$ cat config.mk
export PLATFORM = sky130hd
export DESIGN_NAME = count_monitor_flat
export DESIGN_NICKNAME = d
export VERILOG_FILES = /design/src/rtl/count_monitor_pkg.sv /design/src/rtl/count_monitor_if.sv /design/src/rtl/count_monitor_sat_counter.sv /design/src/rtl/count_monitor.sv /design/src/flat_wrapper.sv
export SDC_FILE = /design/constraint.sdc
export NUM_CORES = 1
export LEC_CHECK = 0
export BUFFER_PORTS_ARGS = -buffer_cell sky130_fd_sc_hd__buf_4
export CAP_MARGIN = 20
export CORE_UTILIZATION = 45
export CTS_CLUSTER_DIAMETER = 30
export CTS_CLUSTER_SIZE = 8
export DETAILED_ROUTE_END_ITERATION = 8
export GPL_TIMING_DRIVEN = 0
export PLACE_DENSITY = 0.66
export SLEW_MARGIN = 30
export SYNTH_ARGS = -nofsm -noshare
export SYNTH_HDL_FRONTEND = slang
export SYNTH_SLANG_ARGS = --single-unit
$ cat constraint.sdc
create_clock -name CLK -period 5.95 [get_ports CLK]
set_input_delay 0.595 -clock CLK [delete_from_list [all_inputs] [get_ports CLK]]
set_output_delay 0.595 -clock CLK [all_outputs]
set_load 0.1 [all_outputs]
$ cat src/rtl/count_monitor_pkg.sv
// Shared definitions for the count monitor: FSM state codes and fault codes.
package count_monitor_pkg;

  typedef logic [1:0] state_t;
  typedef logic [1:0] err_code_t;

  localparam state_t ST_IDLE  = 2'd0;
  localparam state_t ST_TRACK = 2'd1;
  localparam state_t ST_FAULT = 2'd2;

  localparam err_code_t ERR_NONE = 2'b00;
  localparam err_code_t ERR_SKIP = 2'b01;
  localparam err_code_t ERR_COUT = 2'b10;
  localparam err_code_t ERR_BOTH = 2'b11;

  // Map the two independent fault conditions onto a single reported code.
  function automatic err_code_t err_code_of(input logic skip, input logic cout_flt);
    if (skip && cout_flt) return ERR_BOTH;
    if (skip)             return ERR_SKIP;
    if (cout_flt)         return ERR_COUT;
    return ERR_NONE;
  endfunction

endpackage

$ cat src/rtl/count_monitor_if.sv
// Bus between the upstream counter / control and the count monitor.
interface count_monitor_if
  import count_monitor_pkg::*;
#(
  parameter int WIDTH  = 4,
  parameter int WRAP_W = 8
);
  logic [WIDTH-1:0]  CNT_I;
  logic              CNT_COUT;
  logic              EN;
  logic              CLR;
  logic [WRAP_W-1:0] WRAPS;
  logic              LOCKED;
  logic              ERR;
  err_code_t         ERR_CODE;
  logic [WIDTH-1:0]  ERR_VAL;

  modport master (
    output CNT_I, CNT_COUT, EN, CLR,
    input  WRAPS, LOCKED, ERR, ERR_CODE, ERR_VAL
  );

  modport slave (
    input  CNT_I, CNT_COUT, EN, CLR,
    output WRAPS, LOCKED, ERR, ERR_CODE, ERR_VAL
  );
endinterface

$ cat src/rtl/count_monitor_sat_counter.sv
// Saturating up-counter with synchronous clear; holds at all-ones.
module sat_counter #(
  parameter int width = 8
) (
  input  logic             CLK,
  input  logic             RESET,
  input  logic             CLR,
  input  logic             INC,
  output logic [width-1:0] O
);
  logic [width-1:0] cnt_q;
  logic [width-1:0] cnt_d;

  // Next count: clear wins, otherwise step unless already saturated.
  always_comb begin
    cnt_d = cnt_q;
    if (CLR) begin
      cnt_d = '0;
    end else if (INC && (cnt_q != {width{1'b1}})) begin
      cnt_d = cnt_q + {{(width-1){1'b0}}, 1'b1};
    end
  end

  // Counter register.
  always_ff @(posedge CLK) begin
    if (RESET) cnt_q <= '0;
    else       cnt_q <= cnt_d;
  end

  assign O = cnt_q;
endmodule

$ cat src/rtl/count_monitor.sv
// Watches an upstream counter for skipped values and carry-out mismatches,
// counts wrap-arounds, and latches the first fault until cleared.
module count_monitor
  import count_monitor_pkg::*;
#(
  parameter int WIDTH  = 4,
  parameter int WRAP_W = 8
) (
  input  logic            CLK,
  input  logic            RESET,
  count_monitor_if.slave  bus
);
  state_t           state_q,  state_d;
  logic [WIDTH-1:0] prev_q,   prev_d;
  logic             err_q,    err_d;
  err_code_t        code_q,   code_d;
  logic [WIDTH-1:0] val_q,    val_d;
  logic             locked_q, locked_d;
  logic             wrap_inc;

  logic [WIDTH-1:0] expected_val;
  logic             skip;
  logic             cout_flt;

  assign expected_val = prev_q + {{(WIDTH-1){1'b0}}, 1'b1};
  assign skip         = (bus.CNT_I != expected_val);
  assign cout_flt     = (bus.CNT_COUT != (&bus.CNT_I));

  // FSM next state, fault capture and wrap detection; CLR overrides all.
  always_comb begin
    state_d  = state_q;
    prev_d   = prev_q;
    err_d    = err_q;
    code_d   = code_q;
    val_d    = val_q;
    wrap_inc = 1'b0;
    case (state_q)
      ST_IDLE: begin
        if (bus.EN) begin
          prev_d  = bus.CNT_I;
          state_d = ST_TRACK;
        end
      end
      ST_TRACK: begin
        if (!bus.EN) begin
          state_d = ST_IDLE;
        end else if (skip || cout_flt) begin
          state_d = ST_FAULT;
          err_d   = 1'b1;
          code_d  = err_code_of(skip, cout_flt);
          val_d   = bus.CNT_I;
        end else begin
          prev_d   = bus.CNT_I;
          wrap_inc = bus.CNT_COUT;
        end
      end
      ST_FAULT: begin
        state_d = ST_FAULT;
      end
      default: begin
        state_d = ST_IDLE;
      end
    endcase
    if (bus.CLR) begin
      state_d  = ST_IDLE;
      err_d    = 1'b0;
      code_d   = ERR_NONE;
      val_d    = '0;
      wrap_inc = 1'b0;
    end
    locked_d = (state_d == ST_TRACK);
  end

  // State and status registers.
  always_ff @(posedge CLK) begin
    if (RESET) begin
      state_q  <= ST_IDLE;
      prev_q   <= '0;
      err_q    <= 1'b0;
      code_q   <= ERR_NONE;
      val_q    <= '0;
      locked_q <= 1'b0;
    end else begin
      state_q  <= state_d;
      prev_q   <= prev_d;
      err_q    <= err_d;
      code_q   <= code_d;
      val_q    <= val_d;
      locked_q <= locked_d;
    end
  end

  sat_counter #(.width(WRAP_W)) u_wraps (
    .CLK   (CLK),
    .RESET (RESET),
    .CLR   (bus.CLR),
    .INC   (wrap_inc),
    .O     (bus.WRAPS)
  );

  assign bus.LOCKED   = locked_q;
  assign bus.ERR      = err_q;
  assign bus.ERR_CODE = code_q;
  assign bus.ERR_VAL  = val_q;
endmodule

$ cat src/flat_wrapper.sv
// flat-port wrapper written by rule: the top's interface ports become plain ports
module count_monitor_flat import count_monitor_pkg::*;
#(
  parameter int WIDTH  = 4,
  parameter int WRAP_W = 8
)
  (CLK, RESET, bus_CNT_I, bus_CNT_COUT, bus_EN, bus_CLR, bus_WRAPS, bus_LOCKED, bus_ERR, bus_ERR_CODE, bus_ERR_VAL);
  count_monitor_if #(.WIDTH(WIDTH), .WRAP_W(WRAP_W)) bus_i ();
  input  logic CLK;
  input  logic RESET;
  input wire logic [$bits(bus_i.CNT_I)-1:0] bus_CNT_I;
  input wire logic [$bits(bus_i.CNT_COUT)-1:0] bus_CNT_COUT;
  input wire logic [$bits(bus_i.EN)-1:0] bus_EN;
  input wire logic [$bits(bus_i.CLR)-1:0] bus_CLR;
  output wire logic [$bits(bus_i.WRAPS)-1:0] bus_WRAPS;
  output wire logic [$bits(bus_i.LOCKED)-1:0] bus_LOCKED;
  output wire logic [$bits(bus_i.ERR)-1:0] bus_ERR;
  output wire logic [$bits(bus_i.ERR_CODE)-1:0] bus_ERR_CODE;
  output wire logic [$bits(bus_i.ERR_VAL)-1:0] bus_ERR_VAL;
  assign bus_i.CNT_I = bus_CNT_I;
  assign bus_i.CNT_COUT = bus_CNT_COUT;
  assign bus_i.EN = bus_EN;
  assign bus_i.CLR = bus_CLR;
  assign bus_WRAPS = bus_i.WRAPS;
  assign bus_LOCKED = bus_i.LOCKED;
  assign bus_ERR = bus_i.ERR;
  assign bus_ERR_CODE = bus_i.ERR_CODE;
  assign bus_ERR_VAL = bus_i.ERR_VAL;
  count_monitor #(.WIDTH(WIDTH), .WRAP_W(WRAP_W)) u_core (.CLK(CLK), .RESET(RESET), .bus(bus_i));
endmodule
After elaboration in Yosys (flattened, before gate mapping)
Cells that the tools add are included.
{"block": "word_totals", "regBits": 22, "in_bits": 9, "output_inout_bits": 16, "wordCells": 61}
{"block": "op_classes", "addsub": 2, "n_eq_ne": 9, "muxes": 34, "n_reduce_logical": 9}
{"operator": "2-bit two-way mux", "n": 10}
{"operator": "1-bit two-way mux", "n": 19}
{"operator": "4-bit two-way mux", "n": 3}
{"operator": "8-bit by 1-bit adder with 8-bit output (second input constant)", "n": 1}
{"operator": "8-bit != test (second input constant)", "n": 1}
{"operator": "4-bit one-hot mux with 2 select lines", "n": 1}
{"operator": "4-bit AND reduction", "n": 2}
{"operator": "2-bit != test (second input constant)", "n": 3}
{"operator": "2-bit one-hot mux with 3 select lines", "n": 1}
{"operator": "4-bit by 1-bit adder with 4-bit output (second input constant)", "n": 1}
{"operator": "2-bit by 1-bit == test with 1-bit output (second input constant)", "n": 2}
{"operator": "4-bit != test", "n": 1}
{"operator": "3-bit AND reduction", "n": 1}
{"operator": "2-bit == test (second input constant)", "n": 1}
{"operator": "1-bit logical AND", "n": 2}
{"operator": "2-bit logical NOT", "n": 1}
{"operator": "2-bit nonzero test", "n": 1}
{"operator": "2-bit OR reduction", "n": 1}
{"operator": "1-bit logical OR", "n": 1}
{"operator": "1-bit != test", "n": 1}

Logic depth before layout (Yosys ltp)
Gate-level depths: netlist of the first run.
{"block": "depth", "word_depth": 19, "depth_mapped": 7}

Cells and area by module
Synthesis of the first run repeated with hierarchy kept, for this count alone.
{"block": "hier_totals", "hier_cells": 120, "hier_area_um2": 1122.3}
{"mod": "count_monitor", "n_inst": 1, "cells_per_inst": 73, "area_each_um2": 686.9, "seq_area_each_um2": 280.3}
{"mod": "sat_counter", "n_inst": 1, "cells_per_inst": 47, "area_each_um2": 435.4, "seq_area_each_um2": 160.2}

Least setup slack after synthesis of the first run
OpenSTA, ideal clock, no wires.
{"block": "synth_timing", "path_kind": "reg2reg", "start": "register u_core.u_wraps.cnt_q[0] (netlist: u_core.u_wraps.O[0])", "end": "register u_core.u_wraps.cnt_q[5] (netlist: u_core.u_wraps.O[5])", "arrival_ps": 2317, "required_ps": 5880, "setup_slack_ps": 3563, "path_stages_with_launch": 7, "path_cell_list": "dfxtp_1 -> ha_1 -> and3_1 -> a311oi_1 -> nand4_2 -> or4_1 -> a21oi_1"}
{"block": "synth_between", "elab_chain_cells": 2}
{"item": "from (decl)", "line_no": "count_monitor_sat_counter.sv:11", "rtl": "logic [width-1:0] cnt_q;"}
{"item": "from (signal assigned)", "line_no": "count_monitor_sat_counter.sv:27", "rtl": "else cnt_q <= cnt_d;"}
{"item": "branches (longest 2 deep; another with 8-bit by 1-bit adder with 8-bit output)"}
Parallel ways; which one is timed is not known.
A chain may end at the register's enable or synchronous reset.

Final worst setup path of the first run
{"block": "layout_timing", "start": "register u_core.prev_q[0]", "end": "register u_core.u_wraps.cnt_q[7] (netlist: u_core.u_wraps.O[7])"}
{"block": "layout_between", "elab_chain_cells": 8}
{"item": "from (decl)", "line_no": "count_monitor.sv:14", "rtl": "logic [WIDTH-1:0] prev_q, prev_d;"}
{"item": "from (signal assigned)", "line_no": "count_monitor.sv:85", "rtl": "prev_q <= prev_d;"}
{"item": "4-bit by 1-bit adder with 4-bit output", "line_no": "count_monitor.sv:25", "rtl": "assign expected_val = prev_q + {{(WIDTH-1){1'b0}}, 1'b1};"}
{"item": "4-bit != test", "line_no": "count_monitor.sv:26", "rtl": "assign skip = (bus.CNT_I != expected_val);"}
{"item": "1-bit logical OR", "line_no": "count_monitor.sv:47", "rtl": "end else if (skip || cout_flt) begin"}
{"item": "1-bit two-way mux", "line_no": "count_monitor.sv:47"}
{"item": "1-bit two-way mux", "line_no": "count_monitor.sv:45", "rtl": "if (!bus.EN) begin"}
{"item": "1-bit two-way mux", "line_no": "count_monitor.sv:37", "rtl": "case (state_q)"}
{"item": "1-bit two-way mux", "line_no": "count_monitor.sv:64", "rtl": "if (bus.CLR) begin"}
{"item": "1-bit logical AND", "line_no": "count_monitor_sat_counter.sv:19", "rtl": "end else if (INC && (cnt_q != {width{1'b1}})) begin"}
No other way between the ends.

==> reports/qor.yml, run 1 <==
status:
  status: "finished clean"
die:
  row_count: 16
  core_um2: 2022
  initial_core_util_pct: 49.63
  ios: 25
  dieArea_um2: 2423
  die_x_um: 49.22
  die_y_um: 49.22
placed_design:
  numPlacedInstances: 156
  port_buffers: 24
  hpwl_um: 1505
  pre_cts_ws_ns: 3.670
  gp_congestion: 0.7118
logic_synthesis:
  syn_area_um2: 1003
  yosysWarnings: 0
  ys_seq_area_share_pct: 43.89
  netlist_instances: 105
  ys_types: 30
  synth_nets: 116
  avgSynthCellArea_um2: 9.557
  yosys_register_bits: 22
worst_hold_path:
  min_path_type: "in -> reg"
  holdPathStages: 2
clock_tree:
  ctsRootBufferMaster: "clkbuf_4"
  clock-sinks: 22
  ctsHoldBuffers: 0
  htreeDepth: 1
  ctsLongestPathBuffers: 2
  clock_latency_ns: 0.30
  cts_resized: 0
  cts.clk_slew.worst_paths_ns: 0.12
  post-cts-setup-buffer-count: 0
  cts_made_buffers: 3
  cts_tree: "built"
critical_path:
  r2r_end: "u_core.u_wraps.O[7]$_SDFFE_PP0P_"
  endpoint_kind: "flop"
  critPathLaunch: "u_core.prev_q[0]$_SDFFE_PP0P_"
  critPathMaxFanout: 5
  path_class: "reg -> reg"
  reg2reg_from: "u_core.prev_q[0]$_SDFFE_PP0P_"
  critPathLaunchType: "flop"
  endpoint: "u_core.u_wraps.O[7]$_SDFFE_PP0P_"
  arrival_ns: 2.32
  worstRegToRegCells: 6
  r2r_setup_slack_ns: 3.87
  worst_ep_required_time_ns: 6.19
sta:
  max_freq_mhz: 480.0
  timing.final.hold_violations: 0
  skew_ns: 0.003597
  setup_slack_ns: 3.867
  slew_headroom_pct: 67.87
  worst_slew_pin_slew_ns: 0.4804
  rsz0062_at_grt: "false"
  period_minus_slack_ns: 2.083
  drv_slew: 0
  setup-violations-final: 0
  timing.final.crit_share_pct: 35.01
  fin_tns_setup_ns: 0
route:
  wl_um: 1975
  drc: 0
  viasPerCell: 5.394
  vias: 863
  drt_iter0_drc: 27
  wire_per_inst_um: 12.34
  ant_nets: 0
  firstDrtPassIters: 5
pwr:
  ir_worst_vdd_uv: 148.4
  power.total_mw: 0.2714
  p_leak_nw: 0.5147
  p_per_area_nw_per_um2: 216.5
grt:
  grt_use_met1_pct: 25.34
  use_met2_pct: 26.48
  top_usage_layer: "met2"
  grtUsageTotal_pct: 17.89
  antenna_found_initial: 0
  grt_pass1_vias: 750
  overflow: 0
  grt_max_degree: 13
  grt_pass1_wl_um: 3360
  use_met3_pct: 4.050
cells_and_area:
  area_growth_pct: 24.94
  final_cells: 160
  post_route_cells_drive_above_1_share_pct: 26.32
  diodes: 0
  layout.nets: 145
  nFillCells: 184
job:
  maxCapViolCount: 0
[critical path: stages, from the launching register on]
cell,delay (ns)
dfxtp_1,0.37
ha_1,0.32
xor2_1,0.18
nor3_4,0.26
nand4_2,0.18
or4_1,0.56
a21oi_1,0.15
[cells in the mapped netlist]
library cell / number / area [µm²]
xor3_1: 1 / 23.77
mux2i_1: 9 / 90.09
a31oi_2: 2 / 25.02
or4_1: 3 / 22.52
buf_2: 1 / 5.000
nand3b_1: 1 / 7.510
and3_1: 2 / 12.51
xnor2_2: 1 / 16.27
or3_1: 3 / 18.77
xnor2_1: 2 / 17.52
xor2_1: 3 / 26.28
nor4_1: 1 / 6.260
nor3_4: 1 / 16.27
a21o_1: 1 / 7.510
nand4_2: 1 / 12.51
nand4_1: 1 / 6.260
o31ai_1: 3 / 22.52
a311oi_1: 1 / 8.760
nand2b_1: 2 / 12.51
nand3_1: 3 / 15.01
a21oi_1: 9 / 45.04
ha_1: 2 / 25.02
clkbuf_1: 1 / 3.750
buf_1: 1 / 3.750
dfxtp_1: 22 / 440.4
inv_1: 2 / 7.510
o21ai_0: 4 / 20.02
nor2_1: 18 / 67.56
nand2_1: 3 / 11.26
or2_2: 1 / 6.260
[state kept, by name, indices dropped and copies added (netlist names)]
name	count
u_core.u_wraps.O	8
u_core.bus.ERR_VAL	4
u_core.prev_q	4
u_core.bus.ERR_CODE	2
u_core.state_q	2
u_core.bus.ERR	1
u_core.bus.LOCKED	1
[metrics by stage]
stage	utilization (%)	instance area, µm²	hold WS, ns
floorplan	-	1003	0.4608
global placement	60.21	1217	0.4563
detailed placement	60.21	1217	0.4795
CTS	62.00	1254	0.4756
global route	62.00	1254	0.4756
finish	62.00	1254	0.4843
[placed cells by master (no fill, tap or decap), drive strengths merged, types with 2 or more instances in the layout]
| cell | instances |
|---|---|
| a21oi | 9 |
| a31oi | 2 |
| and3 | 2 |
| buf | 26 |
| clkbuf | 5 |
| dfxtp | 22 |
| ha | 2 |
| inv | 2 |
| mux2i | 9 |
| nand2 | 3 |
| nand2b | 2 |
| nand3 | 3 |
| nand4 | 2 |
| nor2 | 18 |
| o21ai | 4 |
| o31ai | 3 |
| or3 | 3 |
| or4 | 3 |
| xnor2 | 3 |
| xor2 | 3 |
[routing by layer]
metal	vias to the layer above	wire length, µm
li1	432	-
met1	405	1003
met2	24	861
met3	2	95
met4	0	15
met5	-	0
[layout make-up]
class	instances	area, µm²	share of cell area (%)
clock buffers	4	36.28	2.894
inverters	2	7.507	0.5988
plain buffers	3	12.51	0.9980
well taps	27	33.78	2.695
multi-input cells	78	543.0	43.31
repair buffers	24	180.2	14.37
flip-flops and latches	22	440.4	35.13
[kinds of logic after synthesis]
family | after synthesis | synth area share (%)
AOI/OAI and AO/OA | 20 | 12.84
xor gates and xnor gates | 7 | 8.355
adders and majority gates | 2 | 2.493
buffers and inverters | 5 | 1.994
DFF | 22 | 43.89
muxes | 9 | 8.978
and+or+nand+nor | 40 | 21.45
[power breakdown]
group / switching, mW / total, mW / internal [mW]
clock: 0.0429 / 0.0802 / 0.0373
sequential: 0.00223 / 0.153 / 0.150
combinational: 0.0233 / 0.0386 / 0.0154
[how the worst min path moves through the flow]
| stage | to | from | slack [ns] |
|---|---|---|---|
| 6_report | u_core.prev_q[1]$_SDFFE_PP0P_ | RESET | 0.48 |
| 3_3_place_gp | u_core.bus.ERR$_SDFFE_PP0P_ | u_core.bus.ERR$_SDFFE_PP0P_ | 0.46 |
| 3_5_place_dp | u_core.bus.ERR_CODE[0]$_SDFFE_PP0P_ | u_core.bus.ERR_CODE[0]$_SDFFE_PP0P_ | 0.48 |
| 2_1_floorplan | u_core.state_q[1]$_SDFF_PP0_ | u_core.state_q[1]$_SDFF_PP0_ | 0.46 |
| 5_1_grt | u_core.prev_q[0]$_SDFFE_PP0P_ | RESET | 0.48 |
| 4_1_cts | u_core.prev_q[1]$_SDFFE_PP0P_ | RESET | 0.48 |
Note: power is estimated with default switching activity, not from simulation.
==> run 2, diff against run 1 <==
- ABC_AREA: not set -> 1
- PLACE_DENSITY: 0.66 -> 0.67
- clock period: 5.95 -> 1.8 ns (I/O delays scaled with it)
==> run 2 against run 1 <==
Effect of this change:
- area after synthesis rose by 24%
- final area rose by 20%
- die area rose by 23%
- sequential share of layout area fell by 5.2 points
- worst hold slack got worse by 0.41 ns
- clock power rose to 2.7 times the previous value
- core utilization fell by 2.8 points
- largest cell class unchanged
- highest routed layer unchanged
==> reports/qor.yml, run 2 <==
status:
  status: "finished clean"  # unchanged
route:
  ant_nets: 0  # unchanged
  wl_um: 2448  # was 1975 µm
  wire_per_inst_um: 10.51  # was 12.34 µm
  wl_met2_um: 1097  # was 861 µm
  highest_layer: "met4"  # unchanged
  drt_iter0_drc: 36  # was 27
  drc: 0  # unchanged
  wl_met3_um: 93  # was 95 µm
  vias: 1132  # was 863
  drt-met1-wl_um: 1217  # was 1003 µm
  firstDrtPassIters: 4  # was 5
  viasPerCell: 4.858  # was 5.394
sta:
  setup_slack_ns: 0.1298  # was 3.867 ns
  setup-violations-final: 0  # unchanged
  timing.final.crit_share_pct: 92.79  # was 35.01%
  period_minus_slack_ns: 1.670  # was 2.083 ns
  worst_slew_pin_slew_ns: 0.4235  # was 0.4804 ns
  drv_slew: 0  # unchanged
  timing.final.hold_violations: 0  # unchanged
  hold_ws_ns: 0.07418  # was 0.4843 ns
  rsz0062_at_grt: "false"  # unchanged
  fin_tns_setup_ns: 0  # unchanged
  max_freq_mhz: 598.7  # was 480.0 MHz
  skew_ns: 0.007168  # was 0.003597 ns
  slew_headroom_pct: 71.66  # was 67.87%
die:
  dieArea_um2: 2984  # was 2423 µm²
  die_y_um: 54.63  # was 49.22 µm
  ios: 25  # unchanged
  row_count: 18  # was 16
  die_x_um: 54.63  # was 49.22 µm
  initial_core_util_pct: 48.97  # was 49.63%
  core_um2: 2545  # was 2022 µm²
logic_synthesis:
  yosys-top-cells-area: "dfxtp_1, nand2_1, nor2_1"  # was dfxtp_1, mux2i_1, nor2_1
  syn_area_um2: 1246  # was 1003 µm²
  netlist.area_leader.share_pct: 35.34  # was 43.89%
  avgSynthCellArea_um2: 7.041  # was 9.557 µm²
  netlist_instances: 177  # was 105
  ys_seq_area_share_pct: 35.34  # was 43.89%
  synth_top_area_cell: "dfxtp_1"  # unchanged
  yosys_register_bits: 22  # unchanged
  synth_nets: 188  # was 116
  yosys-top-cells-count: "nand2_1, nor2_1, dfxtp_1"  # was dfxtp_1, nor2_1, a21oi_1, mux2i_1, o21ai_0
  synth.most_common_cell: "nand2_1"  # was dfxtp_1
  yosysWarnings: 0  # unchanged
  synth_flop_cell: "dfxtp_1"  # unchanged
  ys_types: 24  # was 30
  async_flop_share_pct: 0  # unchanged
  synth_edf_count: 0  # unchanged
clock_tree:
  cts_resized: 0  # unchanged
  ctsHoldBuffers: 0  # unchanged
  cts.clk_slew.worst_paths_ns: 0.12  # about the same
  clock-sinks: 22  # unchanged
  ctsLongestPathBuffers: 2  # unchanged
  cts_tree: "built"  # unchanged
  post-cts-setup-buffer-count: 0  # unchanged
  ctsRootBufferMaster: "clkbuf_4"  # unchanged
  clock_latency_ns: 0.30  # about the same
  cts_made_buffers: 3  # unchanged
  htreeDepth: 1  # unchanged
grt:
  grt_pass1_vias: 961  # was 750
  grtUsageTotal_pct: 18.64  # was 17.89%
  grt_pass1_wl_um: 3912  # was 3360 µm
  overflow: 0  # unchanged
  antenna_found_initial: 0  # unchanged
  grt_max_degree: 12  # was 13
critical_path:
  crit_path_top_delay_cell: "dfxtp_2"  # was or4_1
  path_depth: 9  # was 6
  critPathMaxFanout: 6  # was 5
  cpPeakStageDelay_ns: 0.38  # was 0.56 ns
  endpoint_kind: "flop"  # unchanged
  critPathLaunch: "u_core.prev_q[0]$_SDFFE_PP0P_"  # unchanged
  cp_cell_sequence: "ha_4, inv_1, nand2_1, nand2_4, nor2_4, nand3_4, o21ai_4, nand3_1, a21oi_1"  # was ha_1, xor2_1, nor3_4, nand4_2, or4_1, a21oi_1
  critPathBufInv: 1  # was 0
  cp_top_family: "simple AND/OR/NAND/NOR gates"  # unchanged
  critPathLaunchType: "flop"  # unchanged
  worst_ep_required_time_ns: 2.03  # was 6.19 ns
  path_class: "reg -> reg"  # unchanged
  arrival_ns: 1.90  # was 2.32 ns
  reg2reg_from: "u_core.prev_q[0]$_SDFFE_PP0P_"  # unchanged
  worstRegToRegCells: 9  # was 6
placed_design:
  pre_cts_ws_ns: 0.06054  # was 3.670 ns
  hpwl_um: 1987  # was 1505 µm
  place_area_um2: 1466  # was 1217 µm²
  port_buffers: 23  # was 24
  numPlacedInstances: 230  # was 156
  gp_congestion: 0.7664  # was 0.7118
cells_and_area:
  largest_reg_flops: 8  # unchanged
  nFillCells: 243  # was 184
  post-route-util_pct: 59.24  # was 62.00%
  final_cell_mix: "nand2_1, nor2_1, buf_4"  # was buf_4, dfxtp_1, nor2_1
  layout.nets: 216  # was 145
  area_growth_pct: 20.98  # was 24.94%
  layout_commonest_cell: "nand2_1"  # was buf_4
  multi_input_area_um2: 706.9  # was 543.0 µm²
  final-seq-area_um2: 451.7  # was 440.4 µm²
  diodes: 0  # unchanged
  final_cells: 233  # was 160
  post_route_cells_drive_above_1_share_pct: 33.50  # was 26.32%
  stdcell_area_um2: 1508  # was 1254 µm²
worst_hold_path:
  min_path_type: "in -> reg"  # unchanged
  hold_path.startpoint: "RESET"  # unchanged
  holdPathStages: 2  # unchanged
pwr:
  ir_worst_vdd_uv: 427.4  # was 148.4 µV
  power.total_mw: 0.9037  # was 0.2714 mW
  p_per_area_nw_per_um2: 599.4  # was 216.5 nW/µm²
  p_leak_nw: 0.6431  # was 0.5147 nW
job:
  maxCapViolCount: 0  # unchanged
==> run 2: changes by cell type in the layout (fill, tap and decap cells not counted), sizes merged, moves of 3 or more <==
| cell | change |
|---|---|
| inv | +22 |
| or4 | -3 |
| clkinv | +3 |
| mux2i | -9 |
| o31ai | -3 |
| a211oi | +3 |
| nand3 | +10 |
| or3 | -3 |
| nand2 | +52 |
| nor2 | +18 |
==> run 2: report_power, final <==
group	switching [mW]	total, mW	internal, mW	leakage, nW
Sequential	0.0104	0.508	0.497	0.183
Combinational	0.117	0.177	0.0599	0.446
Clock	0.141	0.220	0.0780	0.0138
==> run 2: cell families after synthesis <==
kind of cell / share of synthesized area (%)
AND/OR/NAND/NOR: 42.77
buffers and inverters: 9.337
flip-flops: 35.34
AO/OA/AOI/OAI: 9.137
XOR/XNOR: 1.406
adder cells (fa/ha/maj): 2.008
==> run 2: worst reg2reg max path: cells and delay by family (launching register included) <==
kind | cells | cell delay (ns)
AO/OA/AOI/OAI | 2 | 0.41
adder cells (fa/ha/maj) | 1 | 0.28
flip-flops | 1 | 0.38
buffers and inverters | 1 | 0.03
AND/OR/NAND/NOR | 5 | 0.49
==> run 2: routing by layer <==
layer | vias to the layer above | track usage [%]
met2 | 28 | 30.52
met5 | - | 0
li1 | 599 | -
met1 | 499 | 23.78
met4 | 0 | 7.692
met3 | 6 | 3.333
==> run 2: path summary, 6_finish.rpt <==
kind	end	slack (ns)
max reg2reg	u_core.prev_q[2]$_SDFFE_PP0P_	0.13
min reg2reg	u_core.bus.ERR_CODE[0]$_SDFFE_PP0P_	0.47
min	u_core.state_q[1]$_SDFF_PP0_	0.07
max	u_core.prev_q[2]$_SDFFE_PP0P_	0.13
==> run 2: layout make-up <==
class	instances	share of cell area (%)
Inverter	27	6.971
Clock buffer	3	1.494
Timing Repair Buffer	23	11.45
Buffer	1	0.7469
Multi-Input combinational cell	127	46.89
Tap cell	30	2.490
Sequential cell	22	29.96
